`src/rtl/kbd_pkg.sv`:
```
// Shared constants for the PS/2 keyboard decoder: scan codes, button bit
// indices, receive FSM state encoding and the opposite-direction cancel helper.
package kbd_pkg;

  // Receive FSM states
  typedef enum logic [1:0] {
    StIdle   = 2'd0,
    StData   = 2'd1,
    StParity = 2'd2,
    StStop   = 2'd3
  } rx_state_e;

  // Prefix bytes
  localparam logic [7:0] ScExt   = 8'hE0;
  localparam logic [7:0] ScBrk   = 8'hF0;

  // Player 1 (non-extended)
  localparam logic [7:0] ScW     = 8'h1D;
  localparam logic [7:0] ScS     = 8'h1B;
  localparam logic [7:0] ScA     = 8'h1C;
  localparam logic [7:0] ScD     = 8'h23;
  localparam logic [7:0] ScSpace = 8'h29;

  // Player 2 (arrows are extended, Enter is not)
  localparam logic [7:0] ScUp    = 8'h75;
  localparam logic [7:0] ScDown  = 8'h72;
  localparam logic [7:0] ScLeft  = 8'h6B;
  localparam logic [7:0] ScRight = 8'h74;
  localparam logic [7:0] ScEnter = 8'h5A;

  // Button bit indices
  localparam int unsigned BtnUp    = 0;
  localparam int unsigned BtnDown  = 1;
  localparam int unsigned BtnLeft  = 2;
  localparam int unsigned BtnRight = 3;
  localparam int unsigned BtnFire  = 4;

  // Drop both bits of an opposing pair while both are held
  function automatic logic [4:0] cancel_opposite(input logic [4:0] btns);
    logic [4:0] res;
    res = btns;
    if (btns[BtnUp] && btns[BtnDown]) begin
      res[BtnUp]   = 1'b0;
      res[BtnDown] = 1'b0;
    end
    if (btns[BtnLeft] && btns[BtnRight]) begin
      res[BtnLeft]  = 1'b0;
      res[BtnRight] = 1'b0;
    end
    return res;
  endfunction

endpackage

```
`src/rtl/ps2_rx.sv`:
```
// PS/2 frame receiver: 2-FF synchronizers, ps2_clk glitch filter, 11-bit
// receive FSM with odd-parity/stop check and an inactivity timeout.
// rx_byte/rx_valid/rx_err are combinational and valid in the cycle the stop-bit
// falling edge (or the timeout) is seen; the decoder registers them.
module ps2_rx
  import kbd_pkg::*;
#(
  parameter int unsigned FILTER_LEN  = 8,
  parameter int unsigned TIMEOUT_CYC = 25000
) (
  input  logic       clk_25m,
  input  logic       rst,
  input  logic       ps2_clk,
  input  logic       ps2_data,
  output logic [7:0] rx_byte,
  output logic       rx_valid,
  output logic       rx_err
);

  localparam int unsigned FltW = (FILTER_LEN > 1) ? $clog2(FILTER_LEN) : 1;
  localparam int unsigned ToW  = (TIMEOUT_CYC > 1) ? $clog2(TIMEOUT_CYC) : 1;

  logic            clk_s1_q, clk_s2_q, dat_s1_q, dat_s2_q;
  logic            flt_q;
  logic [FltW-1:0] flt_cnt_q;
  logic            flt_hit, fall;

  rx_state_e       state_q, state_d;
  logic [2:0]      bit_cnt_q, bit_cnt_d;
  logic [7:0]      shift_q, shift_d;
  logic            par_q, par_d;
  logic [ToW-1:0]  to_cnt_q, to_cnt_d;

  // FILTER_LEN-th consecutive sample differing from the filtered level flips it
  assign flt_hit = (clk_s2_q != flt_q) && (flt_cnt_q == FltW'(FILTER_LEN - 1));
  assign fall    = flt_hit && flt_q;
  assign rx_byte = shift_q;

  // Synchronizers and ps2_clk filter; idle bus level is 1
  always_ff @(posedge clk_25m) begin
    if (rst) begin
      clk_s1_q  <= 1'b1;
      clk_s2_q  <= 1'b1;
      dat_s1_q  <= 1'b1;
      dat_s2_q  <= 1'b1;
      flt_q     <= 1'b1;
      flt_cnt_q <= '0;
    end else begin
      clk_s1_q <= ps2_clk;
      clk_s2_q <= clk_s1_q;
      dat_s1_q <= ps2_data;
      dat_s2_q <= dat_s1_q;
      if (clk_s2_q == flt_q) begin
        flt_cnt_q <= '0;
      end else if (flt_hit) begin
        flt_q     <= clk_s2_q;
        flt_cnt_q <= '0;
      end else begin
        flt_cnt_q <= flt_cnt_q + 1'b1;
      end
    end
  end

  // Receive FSM state and datapath registers
  always_ff @(posedge clk_25m) begin
    if (rst) begin
      state_q   <= StIdle;
      bit_cnt_q <= '0;
      shift_q   <= '0;
      par_q     <= 1'b0;
      to_cnt_q  <= '0;
    end else begin
      state_q   <= state_d;
      bit_cnt_q <= bit_cnt_d;
      shift_q   <= shift_d;
      par_q     <= par_d;
      to_cnt_q  <= to_cnt_d;
    end
  end

  // Next-state, frame check and timeout
  always_comb begin
    state_d   = state_q;
    bit_cnt_d = bit_cnt_q;
    shift_d   = shift_q;
    par_d     = par_q;
    to_cnt_d  = to_cnt_q;
    rx_valid  = 1'b0;
    rx_err    = 1'b0;
    if (fall) begin
      to_cnt_d = '0;
      unique case (state_q)
        StIdle: begin
          if (!dat_s2_q) begin
            state_d   = StData;
            bit_cnt_d = '0;
          end
        end
        StData: begin
          shift_d   = {dat_s2_q, shift_q[7:1]};
          bit_cnt_d = bit_cnt_q + 1'b1;
          if (bit_cnt_q == 3'd7) state_d = StParity;
        end
        StParity: begin
          par_d   = dat_s2_q;
          state_d = StStop;
        end
        StStop: begin
          state_d = StIdle;
          // Data plus parity must hold an odd number of ones
          if (dat_s2_q && (^{shift_q, par_q})) rx_valid = 1'b1;
          else                                 rx_err   = 1'b1;
        end
        default: state_d = StIdle;
      endcase
    end else if (state_q != StIdle) begin
      if (to_cnt_q == ToW'(TIMEOUT_CYC - 1)) begin
        state_d  = StIdle;
        to_cnt_d = '0;
        rx_err   = 1'b1;
      end else begin
        to_cnt_d = to_cnt_q + 1'b1;
      end
    end
  end

endmodule

```
`src/rtl/keyboard_decoder.sv`:
```
// PS/2 keyboard to two-player button decoder. Tracks E0/F0 prefixes and keeps a
// held-key vector per player.
// Optional feature macro: KBD_OPPOSITE_CANCEL_EN (up+down or left+right held
// drives both output bits of that pair low; held state is kept).
module keyboard_decoder
  import kbd_pkg::*;
#(
  parameter int unsigned FILTER_LEN  = 8,
  parameter int unsigned TIMEOUT_CYC = 25000
) (
  input  logic       clk_25m,
  input  logic       rst,
  input  logic       ps2_clk,
  input  logic       ps2_data,
  output logic [4:0] player1_btns,
  output logic [4:0] player2_btns,
  output logic [7:0] scan_code,
  output logic       scan_valid,
  output logic       frame_err
);

  logic [7:0] rx_byte;
  logic       rx_valid, rx_err;

  logic       ext_q, ext_d, brk_q, brk_d;
  logic [4:0] held1_q, held1_d, held2_q, held2_d;
  logic [7:0] code_q;
  logic       valid_q, err_q;

  ps2_rx #(
    .FILTER_LEN  (FILTER_LEN),
    .TIMEOUT_CYC (TIMEOUT_CYC)
  ) u_ps2_rx (
    .clk_25m  (clk_25m),
    .rst      (rst),
    .ps2_clk  (ps2_clk),
    .ps2_data (ps2_data),
    .rx_byte  (rx_byte),
    .rx_valid (rx_valid),
    .rx_err   (rx_err)
  );

  // Prefix flags and key map lookup on each accepted byte
  always_comb begin
    ext_d   = ext_q;
    brk_d   = brk_q;
    held1_d = held1_q;
    held2_d = held2_q;
    if (rx_valid) begin
      if (rx_byte == ScExt) begin
        ext_d = 1'b1;
      end else if (rx_byte == ScBrk) begin
        brk_d = 1'b1;
      end else begin
        ext_d = 1'b0;
        brk_d = 1'b0;
        case ({ext_q, rx_byte})
          {1'b0, ScW}:     held1_d[BtnUp]    = !brk_q;
          {1'b0, ScS}:     held1_d[BtnDown]  = !brk_q;
          {1'b0, ScA}:     held1_d[BtnLeft]  = !brk_q;
          {1'b0, ScD}:     held1_d[BtnRight] = !brk_q;
          {1'b0, ScSpace}: held1_d[BtnFire]  = !brk_q;
          {1'b1, ScUp}:    held2_d[BtnUp]    = !brk_q;
          {1'b1, ScDown}:  held2_d[BtnDown]  = !brk_q;
          {1'b1, ScLeft}:  held2_d[BtnLeft]  = !brk_q;
          {1'b1, ScRight}: held2_d[BtnRight] = !brk_q;
          {1'b0, ScEnter}: held2_d[BtnFire]  = !brk_q;
          default: ;
        endcase
      end
    end
  end

  // Decode state and registered outputs; all update on the same edge
  always_ff @(posedge clk_25m) begin
    if (rst) begin
      ext_q   <= 1'b0;
      brk_q   <= 1'b0;
      held1_q <= '0;
      held2_q <= '0;
      code_q  <= '0;
      valid_q <= 1'b0;
      err_q   <= 1'b0;
    end else begin
      ext_q   <= ext_d;
      brk_q   <= brk_d;
      held1_q <= held1_d;
      held2_q <= held2_d;
      valid_q <= rx_valid;
      err_q   <= rx_err;
      if (rx_valid) code_q <= rx_byte;
    end
  end

  assign scan_code  = code_q;
  assign scan_valid = valid_q;
  assign frame_err  = err_q;

`ifdef KBD_OPPOSITE_CANCEL_EN
  assign player1_btns = cancel_opposite(held1_q);
  assign player2_btns = cancel_opposite(held2_q);
`else
  assign player1_btns = held1_q;
  assign player2_btns = held2_q;
`endif

endmodule

```
`config.mk`:
```
export PLATFORM = sky130hd
export DESIGN_NAME = keyboard_decoder
export DESIGN_NICKNAME = d
export VERILOG_FILES = /design/src/rtl/kbd_pkg.sv /design/src/rtl/ps2_rx.sv /design/src/rtl/keyboard_decoder.sv
export SDC_FILE = /design/constraint.sdc
export NUM_CORES = 1
export LEC_CHECK = 0
export CAP_MARGIN = 5
export CORE_MARGIN = 10
export CORE_UTILIZATION = 35
export DETAILED_ROUTE_END_ITERATION = 10
export GPL_TIMING_DRIVEN = 0
export PLACE_DENSITY = 0.61
export SETUP_SLACK_MARGIN = 0.5
export SLEW_MARGIN = 0
export SYNTH_ARGS = -nofsm -noshare
export SYNTH_HDL_FRONTEND = slang
export SYNTH_SLANG_ARGS = --single-unit
```
`constraint.sdc`:
```
create_clock -name clk_25m -period 2.7 [get_ports clk_25m]
set_input_delay 0.54 -clock clk_25m [delete_from_list [all_inputs] [get_ports clk_25m]]
set_output_delay 0.54 -clock clk_25m [all_outputs]
set_load 0.05 [all_outputs]
```
Word level (Yosys, flattened, before mapping)

Cells that the tools add are included.

Bits in registers: 59
Output and inout port bits: 20
Word-level logic and storage cells: 105

Add/sub/neg operators: 3
Equality and inequality tests: 24
Mux-type cells: 20
Bitwise gates (word level): 3
Reduce and logical (&&, ||, !) cells: 29

Operator list:

| cell                                                                   | number |
|---|---|
| 4-bit AND reduction                                                    | 11 |
| 9-bit equality test (second input constant)                            | 4 |
| 9-bit by 5-bit equality test with 1-bit output (second input constant) | 3 |
| 9-bit by 6-bit equality test with 1-bit output (second input constant) | 2 |
| 8-bit equality test (second input constant)                            | 2 |
| 15-bit by 1-bit adder with 15-bit output (second input constant)       | 1 |
| 15-bit equality test (second input constant)                           | 1 |
| 15-bit two-way mux                                                     | 1 |
| 1-bit two-way mux                                                      | 11 |
| 2-bit two-way mux                                                      | 5 |
| 2-bit AND reduction                                                    | 5 |
| 9-bit by 7-bit equality test with 1-bit output (second input constant) | 1 |
| 9-bit XOR reduction                                                    | 1 |
| 2-bit one-hot mux with 4 select lines                                  | 1 |
| 2-bit nonzero test                                                     | 4 |
| 3-bit by 1-bit adder with 3-bit output (second input constant)         | 2 |
| 3-bit equality test (second input constant)                            | 2 |
| 3-bit inequality test (second input constant)                          | 2 |
| 3-bit one-hot mux with 2 select lines                                  | 1 |
| 2-bit equality test (second input constant)                            | 2 |
| 2-bit inequality test (second input constant)                          | 2 |
| 1-bit logical AND                                                      | 3 |
| 3-bit two-way mux                                                      | 1 |
| 1-bit inverter                                                         | 3 |
| other kinds (8)                                                        | 8 |

Depth between registers and ports, before layout

Depth in word-level cells: 6
Mapped depth: 8
Gate-level depth less buffers: 6

By module

Synthesis repeated with hierarchy kept, for this count alone.

Cells, all modules: 295
Area total of the unflattened synthesis: 2,815.2 um^2

By module, submodules not included:

| module           | instances | cells an instance | area each (um^2) |
|---|---|---|---|
| ps2_rx           | 1         | 194               | 1,799.2 |
| keyboard_decoder | 1         | 101               | 1,016.0 |

Worst setup path after synthesis

OpenSTA, ideal clock, no wires.

Kind: register to register
From: register u_ps2_rx.flt_cnt_q[0]
To: register held1_q[2] (netlist: player1_btns[2])
Library setup time: 0.072 ns
Arrival time: 1.883 ns
Slack: 0.745 ns
Stages on the path, launching flop included: 7
Buffers on the path: 0
Clock period less this slack: 1.955 ns
Cells stage by stage: dfxtp_1 -> ha_1 -> ha_1 -> nand3b_1 -> or4_1 -> nor4_2 -> mux2i_1

Cells in the longest elaborated chain, start to end: 5

RTL lines:

| item                          | line                   | source |
|---|---|---|
| from (decl)                   | ps2_rx.sv:25           | `logic [FltW-1:0] flt_cnt_q;` |
| from (signal assigned)        | ps2_rx.sv:59           | `flt_cnt_q <= flt_cnt_q + 1'b1;` |
| 3-bit equality test           | ps2_rx.sv:35           | `assign flt_hit = (clk_s2_q != flt_q) && (flt_cnt_q == FltW'(FILTER_LEN - 1));` |
| 1-bit logical AND             | ps2_rx.sv:35           |  |
| 1-bit logical AND             | ps2_rx.sv:36           | `assign fall = flt_hit && flt_q;` |
| 1-bit two-way mux             | ps2_rx.sv:90           | `if (fall) begin` |
| 4-bit AND reduction (no line) | -                      |  |
| to (signal assigned)          | keyboard_decoder.sv:87 | `held1_q <= held1_d;` |
| to (decl)                     | keyboard_decoder.sv:26 | `logic [4:0] held1_q, held1_d, held2_q, held2_d;` |

Every way passes these cells.
A chain may end at the register's enable or synchronous reset.

Worst setup path after layout

From: register u_ps2_rx.flt_cnt_q[0]
To: register held1_q[1] (netlist: player1_btns[1])

The elaborated chain is that of the path after synthesis.

==> qor_table.md <==
| Stage | Quantity | This run |
|:---|:---|:---|
| outcome | Status | complete, no violations |
| clocking | CTS tree | yes |
| pwr | Worst VDD drop | 0.414 mV |
| worst setup path | Endpoint required time on the critical path | 2.97 ns |
| worst setup path | WP data arrival | 2.33 ns |
| synthesis | Synth Area in Compound Gates | 0.0655 |
| cells and area | Area added between synthesis and finish | 20.2% |
| global route | First-pass GRT wire length | 11,000 microns |
| synthesis | Arithmetic-cell share of the synthesized area counting full adders, half adders and majority gates | 0.0426 |
| cells and area | Commonest cells after routing, fill and taps aside | sky130_fd_sc_hd__dfxtp_1 (59), sky130_fd_sc_hd__nand2_1 (31), sky130_fd_sc_hd__nand2b_1 (27) |
| synthesis | Multiplexer share of the synthesized area | 0.0732 |
| synthesis | Cells taking the most area after synthesis | sky130_fd_sc_hd__dfxtp_1 (40%), sky130_fd_sc_hd__mux2i_1 (6.8%), sky130_fd_sc_hd__nand2b_1 (6.0%) |
| synthesis | Number of distinct library cells after synthesis | 49 |
| pwr | Proportion of power drawn by flip-flops and latches | 0.507 |
| die | Die outline height | 112 microns |
| synthesis | Simple-gate share of the synthesized area | 0.292 |
| sta | Slew HR | 0.653 |
| synthesis | Area share of the largest cell type after synthesis | 0.402 |
| sta | Number of max-slew violations in the final report | 0 |
| synthesis | Async set or reset register ratio after synthesis | 0 |
| synthesis | Largest area contributor in the synthesized netlist | sky130_fd_sc_hd__dfxtp_1 |
| pwr | Sw Share | 0.224 |
| die | Core region area | 8180 sq um |
| cells and area | Final nets | 368 |
| clocking | Num CTS Buffers | 9 |
| clocking | Clock transition at the registers of the reported paths | 0.07 ns |
| global route | Vias in the first global route | 2,333 |
| worst setup path | Endpoint class of the critical path | flop |
| worst setup path | Critical path launch point type | flop |
| sta | Setup TNS | 0 ns |
| run | Count of maximum capacitance violations | 0 |
| clocking | Max Root-Sink Buffers | 2 |
| sta | Post-layout minimum cycle time | 2.06 ns |
| synthesis | Cell Area, Synth | 2940 sq um |
| global route | Global-route total usage across every layer | 0.105 |
| route | Drt initial violations | 142 |
| cells and area | Sequential cell area in the final layout | 1180 sq um |
| sta | Fraction of the cycle the final worst path needs | 0.764 |
| die | I/O pins | 24 |
| worst hold path | Worst min path class | flop to flop |
| synthesis | Post-synth top flop | sky130_fd_sc_hd__dfxtp_1 |
| sta | Actual transition at the worst max-transition pin | 0.519 ns |
| global route | Largest net degree at the start of global routing | 12 |
| pwr | Leakage power | 0.00126 uW |
| cells and area | Fillers | 819 |
| synthesis | Number of flip-flops and latches in the synthesized netlist | 59 |
| pwr | Share of power burned in combinational logic | 0.021 |
| route | Detail-routed via count per cell | 5.09 |
| die | Std-Cell Rows | 33 |
| place | Post-place instance area | 3290 sq um |
| clocking | Total of hold buffers inserted after clock tree synthesis | 0 |
| route | Per-cell routed wire length | 13.6 microns |
| route | Post-route DRC violation count | 0 |
| synthesis | Share of the yosys chip area belonging to registers | 0.402 |
| sta | Setup repair after global routing missed its margin | true |
| die | Die Area | 12,500 sq um |
| synthesis | Post-synthesis share of cell area spent on xor and xnor gates | 0.0817 |
| sta | Final setup violation count | 0 |
| worst setup path | Cell class contributing the biggest share of worst-path delay | simple AND/OR/NAND/NOR gates |
| route | Pre-antenna DRT Iters | 4 |
| place | HPWL after detailed placement | 4410 microns |
| worst setup path | Critical Path Max Stage Delay | 0.45 ns |
| sta | Highest clock frequency the design can meet | 0.484 GHz |
| cells and area | Antenna diode count | 0 |
| global route | GRT overflow | 0 |
| worst setup path | Category of the critical setup timing path | flop to flop |
| global route | Antenna violations before repair | 0 |
| route | Residual antenna-violating net count after detailed routing | 0 |
| synthesis | Dominant combinational cell family by area after synthesis | simple AND/OR/NAND/NOR gates |
| synthesis | Instance count of the mapped netlist | 318 |
| place | Count of input and output buffers | 22 |
| cells and area | Util after Layout | 0.432 |
| worst setup path | Count of buffer and inverter cells on the critical path | 0 |
| synthesis | Synth warnings | 0 |
| place | Gpl congestion | 0.847 |
| route | Via count | 2,360 |
| synthesis | Synthesized netlist net count | 332 |
| pwr | Relative contribution of the clock network to total power | 0.472 |
| clocking | Clock root buffer | sky130_fd_sc_hd__clkbuf_8 |
| synthesis | Average cell area after synthesis | 9.25 sq um |
| die | Chip Width | 112 microns |
| pwr | Net switching component of the power | 387 uW |
| sta | Hold Violations, Final | 0 |
| cells and area | Total area of multi-input combinational cells | 1650 sq um |
| clocking | Total number of clock tree sinks | 59 |
| worst setup path | Crit path top cell by count | sky130_fd_sc_hd__ha_1 |
| sta | Post-route clock skew | 0.0134 ns |
| worst setup path | Slowest CP cell | sky130_fd_sc_hd__nor4_1 |
| pwr | Internal power component | 1340 uW |
| cells and area | Commonest non-fill, non-tap cell in the layout | sky130_fd_sc_hd__dfxtp_1 |
| cells and area | Layout cells sized above 1 | 0.117 |
| worst setup path | CP Cell Sequence | ha_1 -> ha_1 -> and3b_1 -> nand4_1 -> nor4_1 -> mux2i_1 |
| worst setup path | Critical path fanouts, max | 6 |
| clocking | Total number of H-tree levels | 3 |
| pwr | Pwr per Cell Area | 488 nW/um^2 |
| route | Drt total wl | 6330 microns |
| synthesis | Number of enable-type register cells in the synthesized netlist | 0 |
| die | Initial core utilization | 0.360 |
| clocking | Clk Latency, worst-skew pair | 0.34 ns |
| cells and area | Summed area of non-filler cells in the final layout | 3530 sq um |
registers in the layout (all words and copies together), names as in the netlist, 2 cells and up:
name / cells
u_ps2_rx.flt_cnt_q: 3
player1_btns: 5
scan_code: 8
u_ps2_rx.rx_byte: 8
u_ps2_rx.bit_cnt_q: 3
u_ps2_rx.to_cnt_q: 15
u_ps2_rx.state_q: 2
player2_btns: 5
area by class of cell:
| class | count | area share |
|---|---|---|
| tap | 105 | 0.0372 |
| multi-input combinational | 232 | 0.466 |
| buffer | 22 | 0.0315 |
| clock inverter | 6 | 0.0181 |
| clock buffer | 10 | 0.0389 |
| inverter | 5 | 0.00531 |
| sequential | 59 | 0.334 |
| timing repair buffer | 25 | 0.0687 |
routing by layer:
layer  global-route usage  vias up  share of wire
li1                     -     1180              -
met1                0.123     1125           0.45
met3               0.0462        9          0.057
met2                0.162       46           0.47
met5                    0        -              0
met4               0.0437        0          0.016
metrics by stage:
stage / setup WS (ns) / power (uW) / hold slack [ns] / std cells
2_1_floorplan: 0.745 / 919 / 0.389 / 318
3_3_place_gp: 0.424 / 931 / 0.392 / 445
3_5_place_dp: 0.322 / 931 / 0.396 / 445
4_1_cts: 0.527 / 1740 / 0.411 / 462
5_1_grt: 0.460 / 1790 / 0.429 / 464
6_report: 0.636 / 1730 / 0.411 / 464
repair_timing:
item | 4_1_cts | 5_1_grt
setup endpoints to repair | 11 | 24
gates resized for setup | 2 | 4
pin swaps | 1 | 0
buffers inserted | 1 | 2
cell families after synthesis:
group	after synthesis
xor gates and xnor gates	20
adders and majority gates	10
buffers and inverters	27
AOI/OAI and AO/OA	30
muxes	21
DFF	59
and+or+nand+nor	151
cell usage after synthesis (all sizes together) (3+ instances only):
| master | instances |
|---|---|
| dfxtp | 59 |
| nand2 | 32 |
| nand2b | 28 |
| mux2i | 20 |
| nor2 | 19 |
| a21oi | 15 |
| nor4 | 13 |
| clkbuf | 12 |
| buf | 10 |
| ha | 10 |
| nand3 | 9 |
| xnor2 | 8 |
| xor2 | 8 |
| nand4 | 7 |
| inv | 5 |
| nand3b | 5 |
| nor3 | 5 |
| or2 | 5 |
| nor2b | 4 |
| and2 | 3 |
| and3 | 3 |
| nand4b | 3 |
| nor3b | 3 |
| o211ai | 3 |
| o21ai | 3 |
power groups by stage:
stage               clock (uW)  sequential [uW]  combinational (uW)
global route               876              874                40.6
global placement             0              894                36.4
floorplan                    0              894                25.0
CTS                        830              874                37.2
finish                     815              874                36.1
detailed placement           0              894                36.6
worst paths after layout:
kind	depth (start not counted)	start	end	slack [ns]
worst max register to register	6	u_ps2_rx.flt_cnt_q[0]$_SDFF_PP0_	player1_btns[1]$_SDFFE_PP0P_	0.64
worst min-delay path	1	u_ps2_rx.clk_s1_q$_SDFF_PP1_	u_ps2_rx.clk_s2_q$_SDFF_PP1_	0.41
worst min register to register	1	u_ps2_rx.clk_s1_q$_SDFF_PP1_	u_ps2_rx.clk_s2_q$_SDFF_PP1_	0.41
worst max-delay path	6	u_ps2_rx.flt_cnt_q[0]$_SDFF_PP0_	player1_btns[1]$_SDFFE_PP0P_	0.64
(Power assumes the default switching activity.)
